`config.mk`:
```
export PLATFORM = sky130hd
export DESIGN_NAME = dense_layer_backward
export DESIGN_NICKNAME = d
export VERILOG_FILES = /design/src/rtl/dense_layer_backward.sv
export SDC_FILE = /design/constraint.sdc
export NUM_CORES = 1
export LEC_CHECK = 0
export ABC_AREA = 1
export CAP_MARGIN = 40
export CELL_PAD_IN_SITES_DETAIL_PLACEMENT = 1
export CELL_PAD_IN_SITES_GLOBAL_PLACEMENT = 2
export CORE_MARGIN = 2
export CORE_UTILIZATION = 26
export DETAILED_ROUTE_END_ITERATION = 6
export GPL_TIMING_DRIVEN = 0
export HOLD_SLACK_MARGIN = 0.05
export PLACE_DENSITY_LB_ADDON = 0.15
export SLEW_MARGIN = 40
export SYNTH_ARGS = -nofsm -noshare
export SYNTH_HDL_FRONTEND = slang
export SYNTH_SLANG_ARGS = --single-unit
```
`constraint.sdc`:
```
create_clock -name clk -period 5.6 [get_ports clk]
set_input_delay 0.56 -clock clk [delete_from_list [all_inputs] [get_ports clk]]
set_output_delay 0.56 -clock clk [all_outputs]
set_load 0.02 [all_outputs]
```
`src/rtl/dense_layer_backward.sv`:
```
// dense_layer_backward: ReLU dense-layer backward pass, one shared multiplier stepped over D1*D2 cycles.
module dense_layer_backward #(
  parameter int NBits = 16,
  parameter int D1    = 2,
  parameter int D2    = 2
) (
  input  logic                               clk,
  input  logic                               rst,
  input  logic                               in_valid,
  output logic                               in_ready,
  input  logic [D2-1:0][NBits-1:0]           grad_out,
  input  logic [D2-1:0][NBits-1:0]           fwd_out,
  input  logic [D1-1:0][D2-1:0][NBits-1:0]   weights,
  output logic                               out_valid,
  input  logic                               out_ready,
  output logic [D1-1:0][NBits-1:0]           grad_in,
  output logic [D2-1:0][NBits-1:0]           bias_grad
);
  localparam int IW = D1 > 1 ? $clog2(D1) : 1;
  localparam int JW = D2 > 1 ? $clog2(D2) : 1;
  typedef enum logic [1:0] {IDLE, MAC, DONE} state_t;
  state_t state, next;
  logic [IW-1:0] i;
  logic [JW-1:0] j;
  logic last_i, last_j;
  logic [NBits-1:0] prod;
  assign last_i = i == IW'(D1 - 1);
  assign last_j = j == JW'(D2 - 1);
  // bias_grad doubles as the captured delta vector feeding the multiplier
  assign prod = weights[i][j] * bias_grad[j];
  always_ff @(posedge clk or posedge rst)
    if (rst) state <= IDLE;
    else state <= next;
  always_comb
    next = state == IDLE ? (in_valid ? MAC : IDLE) :
           state == MAC  ? (last_i && last_j ? DONE : MAC) :
           (out_ready ? IDLE : DONE);
  always_comb begin
    in_ready  = state == IDLE;
    out_valid = state == DONE;
  end
  always_ff @(posedge clk or posedge rst)
    if (rst) begin
      grad_in   <= '0;
      bias_grad <= '0;
      i         <= '0;
      j         <= '0;
    end else if (state == IDLE && in_valid) begin
      for (int k = 0; k < D2; k++) bias_grad[k] <= fwd_out[k] != '0 ? grad_out[k] : '0;
      grad_in <= '0;
      i       <= '0;
      j       <= '0;
    end else if (state == MAC) begin
      grad_in[i] <= grad_in[i] + prod;
      j          <= last_j ? '0 : j + 1'b1;
      if (last_j) i <= last_i ? '0 : i + 1'b1;
    end
endmodule

```
==> impl_results.md, run 1 <==
* Status: complete, but fails checks
* Failing checks: setup timing
* Antenna violations before repair at 0
* Die H at 182 µm
* WL/cell at 18.9 µm
* # setup viols final at 6
* Rel. slew slack at 58.4%
* Setup CP Type: flop to flop
* Vias at 8129
* Max clock buf depth at 2
* Total CTS buffers at 9
* DRT iter0 DRCs at 322
* Synthesized flop and latch total at 68
* Crit. End Element: flop
* Final hold vios at 0
* Die area at 0.0330 mm²
* CTS tree: done
* Final setup margin at -0.100 ns
* Final Cycle Share at 102%
* Post-synth ARST share at 100%
* Most common cell in the netlist: nand2_1
* Synth Flop Type: dfrtp_1
* Clk_skew at 0.0102 ns
* Clock Root Buffer: clkbuf_16
* Syn Inst Count at 1112
* Routed WL at 33700 µm
* Synth top cells by count: nand2_1, inv_1, fa_1
* Post-Place Cells at 1712
* Initial Utilization at 26.2%
* Top post-synthesis cells by area: fa_1, dfrtp_1, nand2_1
* CP required at 5.83 ns
* CTS clk-pin slew, worst paths at 0.06 ns
* CP Data Arrival Time at 5.93 ns
* RSZ-0062 raised after global routing: true
* Max Cap Viol at 0
* Worst slew pin tran at 0.617 ns
* Post-synth EDFFs at 0
* Core Area at 0.0313 mm²
* Half-perimeter wire length after placement at 27600 µm
* First-pass GRT wire length at 53600 µm
* Yosys top cell by area: fa_1
* 1st-pass router iterations at 4
* Remaining DRCs at 0
* GRT overflow at 0
* Layout overhead on the synthesized area at 47.8%
* Top cell type's share of synthesized area at 22.9%
* Synth warn at 0
* Worst-Skew Late Latency at 0.33 ns
* Cell Rows at 65
* IO Count at 198
* Synth Area per Inst at 7.39 µm²
* Detail Route Antenna Nets at 0
* Fmax at 175 MHz
* H-tree levels at 3
* Mapped cell area at 0.00822 mm²
* Gr usage total at 21.4%
* Sequential fraction of the synthesis area at 20.7%
* Worst hold path class: input port to async pin
* Crit-path max FO at 10
* Vias in the first global route at 9183
* Antenna diodes at 0
* Chip width at 182 µm
* Largest net degree at the start of global routing at 56
* Routed vias/inst at 4.57
* Syn Nets at 1390
* Final period demand of the worst path at 5.70 ns
* # nets final at 1652
* Slew Limit Fails at 0
* GPL Wtd Cong at 0.818
* Share of cells above drive strength 1 at 16.1%
* Distinct cell type count after synthesis at 40
* Worst Hold Slack at 0.514 ns
* Worst Setup Start Kind: flop
* Post-Layout Cell Count at 1780
* IO buf count at 197
* Clock sinks at 68
-- state kept, by name (all words and copies together), names as in the netlist --
register   count
bias_grad     32
grad_in       32
i              1
j              1
state          2
-- what timing repair did --
action	CTS	global route
endpoints found under the setup margin	18	10
gates resized for setup	160	33
cloned	1	0
buffers inserted	43	9
pin swaps	39	17
hold endpoints to repair	0	0
hold buffers	0	0
-- stage by stage --
step	setup WS, ns	TNS (ns)	instance area [µm²]	utilization, %
final	-0.100	-0.463	12100	38.8
after global routing	-0.331	-2.87	12100	38.8
after CTS	-0.127	-0.543	12000	38.2
after detailed placement	-1.32	-14.38	10700	34.3
after global placement	-1.29	-13.85	10700	34.2
after floorplan	0.0127	0	8220	-
-- cell families after synthesis --
| kind of cell | Yosys count | synth area share (%) |
|---|---|---|
| AND/OR/NAND/NOR | 489 | 25.2 |
| adder cells (fa/ha/maj) | 146 | 30.8 |
| AO/OA/AOI/OAI | 107 | 7.54 |
| XOR/XNOR | 19 | 2.03 |
| buffers and inverters | 283 | 13.7 |
| flip-flops | 68 | 20.7 |
-- worst paths after layout --
| path | start | endpoint | slack, ns | cells past startpoint |
|---|---|---|---|---|
| max | j$_DFFE_PP0P_ | grad_in[15]$_DFFE_PP0P_ | -0.10 | 27 |
| max reg2reg | j$_DFFE_PP0P_ | grad_in[15]$_DFFE_PP0P_ | -0.10 | 27 |
| min | rst | grad_in[21]$_DFFE_PP0P_ | 0.51 | 2 |
| max in group asynchronous | rst | i$_DFFE_PP0P_ | 4.56 | 3 |
| min reg2reg | bias_grad[27]$_DFFE_PP0P_ | bias_grad[27]$_DFFE_PP0P_ | 0.52 | 2 |
| min in group clk | bias_grad[27]$_DFFE_PP0P_ | bias_grad[27]$_DFFE_PP0P_ | 0.52 | 2 |
-- routing by layer --
metal  global-route usage, %  vias up  routed length [µm]
met5                       0        -                   0
met4                    4.59        0                 522
met3                    2.65       27                1380
met2                    37.9      144               16700
met1                    27.9     4049               15100
li1                        -     3909                   -
-- layout by cell type (no fill, tap or decap), types with 10 or more instances in the layout --
master           instances
xor2_1                  12
clkdlybuf4s50_1        197
fa_1                    89
o21ai_0                 49
nand2_1                273
inv_1                  213
buf_4                   45
nand2_4                 13
nand3_1                 72
nand3_2                 16
nor2_1                  65
o22ai_1                 14
dfrtp_1                 67
clkbuf_16               10
ha_1                    40
o21ai_1                 10
clkbuf_1                16
inv_2                   20
buf_12                  10
nand2_2                 20
-- critical path: stages, from the launching register on --
cell and delay, ns:
dfrtp_1 0.38, buf_6 0.15, buf_12 0.15, nand2_2 0.09
o21ai_4 0.08, clkbuf_16 0.18, inv_8 0.09, nor2_2 0.05
fa_1 0.56, inv_2 0.05, fa_1 0.48, fa_1 0.53
fa_1 0.50, inv_1 0.05, fa_1 0.49, inv_1 0.06
fa_1 0.48, inv_1 0.06, ha_4 0.29, inv_2 0.05
nor3_4 0.19, nand2_1 0.07, o211ai_1 0.11, a31oi_2 0.11
inv_1 0.10, nand3_2 0.10, nand3_1 0.09, nand2_1 0.05
-- layout make-up --
| class | count | area, µm² |
|---|---|---|
| fill | 3748 | 19200 |
| multi-input combinational | 761 | 5860 |
| timing repair buffer | 251 | 2460 |
| sequential | 68 | 1700 |
| inverter | 249 | 1010 |
| tap | 402 | 503 |
| buffer | 34 | 339 |
| clock buffer | 13 | 260 |
| clock inverter | 2 | 10.0 |
Power of run 1 is not shown: default switching activity piles up to over one toggle a cycle in this logic, so the estimate is an artifact.
==> run 2, diff against run 1 <==
--- a/config.mk
+++ b/config.mk
@@ -11,6 +11,7 @@
 export CELL_PAD_IN_SITES_GLOBAL_PLACEMENT = 2
 export CORE_MARGIN = 2
 export CORE_UTILIZATION = 26
+export CTS_BUF_LIST = sky130_fd_sc_hd__clkbuf_8
 export DETAILED_ROUTE_END_ITERATION = 6
 export GPL_TIMING_DRIVEN = 0
 export HOLD_SLACK_MARGIN = 0.05
==> run 2 against run 1 <==
The flow still finishes with violations (setup timing). First-iteration DRC count is 13% higher. Global-route usage is 0.24 points higher. Worst setup slack worse by 0.030 ns. Register-to-register slack worse by 0.03 ns. Count of clock-buffer cells in the layout is 2 lower. Die area stayed put. Critical endpoint is now grad_in[31]$_DFFE_PP0P_.
==> impl_results.md, run 2 (synthesis results as in run 1) <==
* Commonest non-fill, non-tap cell in the layout: nand2_1
* Worst slew pin tran at 0.658 ns
* Post-CTS Hold Buffers at 0
* Layout overhead on the synthesized area at 52.6%
* Final setup margin at -0.130 ns
* CP Data Arrival Time at 5.98 ns
* Worst-Skew Late Latency at 0.36 ns
* Max clock buf depth at 2
* Routed vias/inst at 4.59
* DRT iter0 DRCs at 365
* Die H at 182 µm
* Vias at 8319
* Crit-path max FO at 7
* Routed WL at 34600 µm
* Final hold vios at 0
* Die area at 0.0330 mm²
* CTS tree: done
* GRT overflow at 0
* FF-to-FF Start: j$_DFFE_PP0P_
* Fmax at 175 MHz
* H-tree levels at 3
* CP required at 5.85 ns
* Antenna diodes at 0
* First-pass GRT wire length at 54100 µm
* WL/cell at 19.0 µm
* Chip width at 182 µm
* Total CTS buffers at 9
* RSZ-0062 raised after global routing: true
* Half-perimeter wire length after placement at 27600 µm
* Clk_skew at 0.0166 ns
* Regs by FF count: bias_grad: 32 flops, grad_in: 32 flops, state: 2 flops
* CTS clk-pin slew, worst paths at 0.08 ns
* Crit. End Element: flop
* RR Endpoint: grad_in[31]$_DFFE_PP0P_
* Vias in the first global route at 9281
* Status: complete, but fails checks
* # nets final at 1686
* Worst Setup Start Kind: flop
* # setup viols final at 8
* R2R setup slack at -0.13 ns
* Final Util at 40.0%
* Largest net degree at the start of global routing at 56
* Initial Utilization at 26.2%
* IO buf count at 197
* 1st-pass router iterations at 4
* Worst Hold Slack at 0.484 ns
* Worst-case reg-to-reg path depth at 27
* Most frequent CP cell: fa_1
* Slew Limit Fails at 0
* Worst hold path class: input port to async pin
* IO Count at 198
* Max Cap Viol at 0
* Setup CP Type: flop to flop
* Core Area at 0.0313 mm²
* Final Cycle Share at 102%
* Share of cells above drive strength 1 at 20.0%
* Rel. slew slack at 55.7%
* GPL Wtd Cong at 0.818
* Filler cells at 3739
* Clock Root Buffer: clkbuf_8
* Worst path slowest cell: fa_1
* Cell Rows at 65
* Remaining DRCs at 0
* Worst path max stage delay at 0.55 ns
* Antenna violations before repair at 0
* Failing checks: setup timing
* Clock sinks at 68
* Gr usage total at 21.6%
* Final period demand of the worst path at 5.73 ns
* Detail Route Antenna Nets at 0
* Commonest non-fill, non-tap cells in the layout: nand2_1, inv_1, clkdlybuf4s50_1
run 2: worst max-delay path, delay by kind of cell (launching register included):
kind	cells	cell delay, ns
adders and majority gates	7	3.33
and+or+nand+nor	7	0.64
DFF	1	0.39
buffers and inverters	10	0.94
AOI/OAI and AO/OA	3	0.30
run 2: cell type report:
cell class,instances,area (µm²),area share [%]
buffer,34,357,2.84
multi-input combinational,761,5970,47.6
clock inverter,4,17.5,0.140
sequential,68,1700,13.6
clock buffer,11,151,1.21
timing repair buffer,285,2820,22.5
inverter,249,1010,8.09
tap,402,503,4.01
run 2: what timing repair did:
item                       CTS  global route
gates cloned                 2             1
setup endpoints to repair   18            12
pin swaps                   47            25
buffers inserted            61            25
gates resized for setup    178            53
run 2: worst max path at each step:
| stage | endpoint | from | cells past startpoint | slack [ns] |
|---|---|---|---|---|
| 4_1_cts | grad_in[13]$_DFFE_PP0P_ | i$_DFFE_PP0P_ | 25 | -0.1 |
| 5_1_grt | grad_in[31]$_DFFE_PP0P_ | i$_DFFE_PP0P_ | 27 | -0.35 |
| 3_5_place_dp | grad_in[14]$_DFFE_PP0P_ | weights[34] | 25 | -1.32 |
| 2_1_floorplan | grad_in[13]$_DFFE_PP0P_ | j$_DFFE_PP0P_ | 26 | 0.01 |
| 3_3_place_gp | grad_in[14]$_DFFE_PP0P_ | weights[34] | 25 | -1.29 |
| 6_report | grad_in[31]$_DFFE_PP0P_ | j$_DFFE_PP0P_ | 27 | -0.13 |
run 2: per-stage QoR:
stage	setup TNS [ns]	std cells	instance area, µm²	setup slack, ns
2_1_floorplan	0	1112	8220	0.0127
6_report	-0.555	1814	12500	-0.130
3_3_place_gp	-13.85	1711	10700	-1.29
5_1_grt	-2.32	1814	12500	-0.347
4_1_cts	-0.348	1790	12200	-0.0999
3_5_place_dp	-14.38	1712	10700	-1.32
run 2: per-layer routing:
metal / part of all wire [%] / GRT usage (%) / vias to the layer above
met5: 0 / 0 / -
met4: 1.6 / 4.59 / 0
met3: 3.7 / 3.11 / 27
met2: 50 / 38.3 / 147
met1: 45 / 28.0 / 4167
li1: - / - / 3978
Power of run 2 is left out for the same reason.
==> edit 1 (config.mk and constraints of run 1) <==
`NBits`: 16 -> 14.
--- a/src/rtl/dense_layer_backward.sv
+++ b/src/rtl/dense_layer_backward.sv
@@ -1,5 +1,5 @@
 // dense_layer_backward: ReLU dense-layer backward pass, one shared multiplier stepped over D1*D2 cycles.
 module dense_layer_backward #(
-  parameter int NBits = 16,
+  parameter int NBits = 14,
   parameter int D1    = 2,
   parameter int D2    = 2
Ports: changed (5 resized); port bits go from 198 to 174. No check against the original RTL was run, so the function may have changed too.
==> edit 1 against run 1 <==
The run still ends with negative setup slack left. Sequential cell count fell by 8. Design area fell by 16%. Critical endpoint is now grad_in[13]$_DFFE_PP0P_. Largest cell class unchanged. Setup slack got worse by 130 ps. Die area fell by 19%. Area after synthesis fell by 20%. Wire length fell by 22%. Maximum frequency fell by 2.3%.
Power is left out: the tool's default activity adds up to more than one toggle a clock period on the data nets, which glitch-free logic cannot reach.
==> edit 1: results <==
run_status:
  status: "complete, but fails checks"
  failing_checks: "negative setup slack"
global_route:
  grt_start_max_net_pins: 32
  antenna_found_initial: 1
  global_route.usage.met2_pct: 35.9
  grt_pass1_wl_um: 41600
  gr-usage-all-layers_pct: 20.7
  grt_pass1_vias: 7229
  gr-usage-met1_pct: 28.3
  gr-usage-met3_pct: 1.73
cts:
  postCtsSetupBuffers: 33
  post_cts_resize_count: 130
logic_synthesis:
  synth.top_cells.by_area: "sky130_fd_sc_hd__dfrtp_1 (23%), sky130_fd_sc_hd__fa_1 (21%), sky130_fd_sc_hd__nand2_1 (15%)"
  synth_seq_area_share_pct: 22.7
  ys_types: 33
  synthAdderAreaFrac_pct: 28.5
  mappedNetlistNets: 1132
  synth.top_cells.by_count: "sky130_fd_sc_hd__nand2_1 (267), sky130_fd_sc_hd__inv_1 (161), sky130_fd_sc_hd__nand3_1 (89), sky130_fd_sc_hd__fa_1 (68), sky130_fd_sc_hd__nor2_1 (64)"
  synth_xor_area_share_pct: 1.99
placed_design:
  worst_slack_at_placement_ps: -1310
  placed_area_mm2: 0.00878
  detailed_place_hpwl_um: 21600
  total_of_buffers_placed_on_input_and_output_ports: 173
  place_congestion: 0.785
sta:
  worst_clock_skew_ps: 6.83
  count_of_final_setup_violators: 4
  setup_slack_ps: -235
  max_slew.worst_pin.slew_ps: 617
  setup_tns_ps: -776
detailed_routing:
  met2RoutedLength_um: 13100
  detail_route.vias_per_cell: 4.53
  met1Wirelength_um: 12500
  drt-wirelength-per-cell_um: 18.0
  drt_wl_total_um: 26400
cells_and_area:
  final_layout_size_suffix_gt1_share_pct: 15.3
  largest_regs: "bias_grad (28), grad_in (28), state (2)"
setup_path:
  timing.critical_path.arrival_ps: 6050
  r2r_setup_slk_ps: -230
  crit_fanout: 4
  rr_startpoint: "i$_DFFE_PP0P_"
hold_path:
  hp-class: "flop to flop"
edit 1: how the worst min path moves through the flow:
stage / start / end / slack [ps]
6_report: bias_grad[10]$_DFFE_PP0P_ / bias_grad[10]$_DFFE_PP0P_ / 530
5_1_grt: bias_grad[10]$_DFFE_PP0P_ / bias_grad[10]$_DFFE_PP0P_ / 560
3_5_place_dp: grad_in[9]$_DFFE_PP0P_ / grad_in[9]$_DFFE_PP0P_ / 500
4_1_cts: bias_grad[10]$_DFFE_PP0P_ / bias_grad[10]$_DFFE_PP0P_ / 530
3_3_place_gp: bias_grad[10]$_DFFE_PP0P_ / bias_grad[10]$_DFFE_PP0P_ / 510
2_1_floorplan: state[1]$_DFF_PP0_ / state[1]$_DFF_PP0_ / 580
edit 1: layout make-up:
class,instances,area [um2]
Antenna cell,1,2.50
Buffer,28,290
Clock buffer,12,246
Clock inverter,4,72.6
Fill cell,3054,15000
Multi-Input combinational cell,651,4790
Sequential cell,60,1500
Timing Repair Buffer,216,2160
Tap cell,330,413
Inverter,167,658
==> edit 2 (config.mk and constraints of run 1) <==
Made on the original files. Reset style: synchronous (`rst`), changed in 2 clocked blocks.
--- a/src/rtl/dense_layer_backward.sv
+++ b/src/rtl/dense_layer_backward.sv
@@ -29,5 +29,5 @@
   // bias_grad doubles as the captured delta vector feeding the multiplier
   assign prod = weights[i][j] * bias_grad[j];
-  always_ff @(posedge clk or posedge rst)
+  always_ff @(posedge clk)
     if (rst) state <= IDLE;
     else state <= next;
@@ -40,5 +40,5 @@
     out_valid = state == DONE;
   end
-  always_ff @(posedge clk or posedge rst)
+  always_ff @(posedge clk)
     if (rst) begin
       grad_in   <= '0;
Formal check against the unedited RTL: not equivalent (a bounded check fails within 4 cycles, from zero or initial values and one cycle with rst high; the reset may be asserted at any time).
==> edit 2 against run 1 <==
The run still ends with negative setup slack left. Sequential share of layout area shrank 2.7 points. Clock skew shrank 0.92 ps. Cell count grew 3.1%. Non-clock buffer count grew 15. Design area shrank 0.38%. Wire length grew 1.1%. Sequential cell count is the same. Area after synthesis shrank 2.5%. Setup slack gained 39 ps.
Power is left out: it rests on default switching activity, and per cell area and clock period it moved more than threefold.
==> edit 2: results <==
run_status:
  failing_checks: "negative setup slack"
  status: "complete, but fails checks"
logic_synthesis:
  mappedNetlistNets: 1441
  synth.top_cells.by_count: "sky130_fd_sc_hd__nand2_1 (292), sky130_fd_sc_hd__inv_1 (260), sky130_fd_sc_hd__fa_1 (94), sky130_fd_sc_hd__nor2_1 (84), sky130_fd_sc_hd__nand3_1 (80)"
  synth_seq_area_share_pct: 17.0
  ys_types: 36
  synth.top_cells.by_area: "sky130_fd_sc_hd__fa_1 (23%), sky130_fd_sc_hd__dfxtp_1 (17%), sky130_fd_sc_hd__nand2_1 (14%)"
  synth_area_per_cell_um2: 6.89
  postSynth.asyncResetShare_pct: 0
  postSynth.topFlopCell: "sky130_fd_sc_hd__dfxtp_1"
cells_and_area:
  layout.nonclk_buf_share_pct: 23.8
  final_clock_cell_share_pct: 2.48
  clockBufferCount: 10
  layout.comb_gates.multi_input: 783
  multi_input_area_mm2: 0.00596
  num-nets-final: 1714
  layout.non_clock_inverters: 274
  ff_latch_area_mm2: 0.00137
  fillerInstances: 3693
  non_clock_buffer_count: 300
sta:
  max_slew.worst_pin.slew_ps: 872
  worst_clock_skew_ps: 9.30
  setup_slack_ps: -61.4
  count_of_final_setup_violators: 4
detailed_routing:
  via_count: 8231
  detail_route.vias_per_cell: 4.48
  topRoutingLayerUsed: "met5"
  first_iter_violations: 266
  met2RoutedLength_um: 16500
  met3_wirelength_um: 1680
  met1Wirelength_um: 15400
  drt-wirelength-per-cell_um: 18.6
global_route:
  grt_pass1_vias: 8777
  grt_pass1_wl_um: 51600
  gr-usage-all-layers_pct: 20.8
  grt_start_max_net_pins: 13
  antenna_found_initial: 4
setup_path:
  worst_r2r_path_depth: 22
  rr_startpoint: "j$_SDFFE_PP0P_"
  r2r-end: "grad_in[15]$_SDFFE_PP0P_"
  timing.critical_path.arrival_ps: 5890
  crit_fanout: 9
placed_design:
  numPlacedInstances: 1756
  place_congestion: 0.800
  detailed_place_hpwl_um: 28100
cts:
  postCtsSetupBuffers: 51
hold_path:
  hp-class: "flop to flop"
-- edit 2: layer usage --
metal / up-vias / track usage, %
met5: - / 0
met4: 6 / 3.87
met3: 31 / 3.99
met2: 170 / 35.3
met1: 3949 / 27.8
li1: 4075 / -
-- edit 2: metrics by stage --
stage | hold slack [ps] | setup TNS (ps) | setup WS (ps) | instance area, um2 | utilization, %
after floorplan | 537 | 0 | 8.42 | 8010 | -
after global placement | 472 | -13380 | -1420 | 10500 | 34.4
after detailed placement | 473 | -13680 | -1410 | 10500 | 34.4
after CTS | 492 | -311 | -83.9 | 11900 | 39.0
after global routing | 527 | -1600 | -283 | 12100 | 39.8
final | 485 | -188 | -61.4 | 12100 | 39.8
-- edit 2: cell families after synthesis --
kind of cell	count (synthesis)	synth area share [%]
simple gates	480	24.6
buf+inv	312	15.3
fa+ha+maj	146	31.6
compound gates	143	9.98
flops	68	17.0
xor+xnor	13	1.42
mux	1	0.125
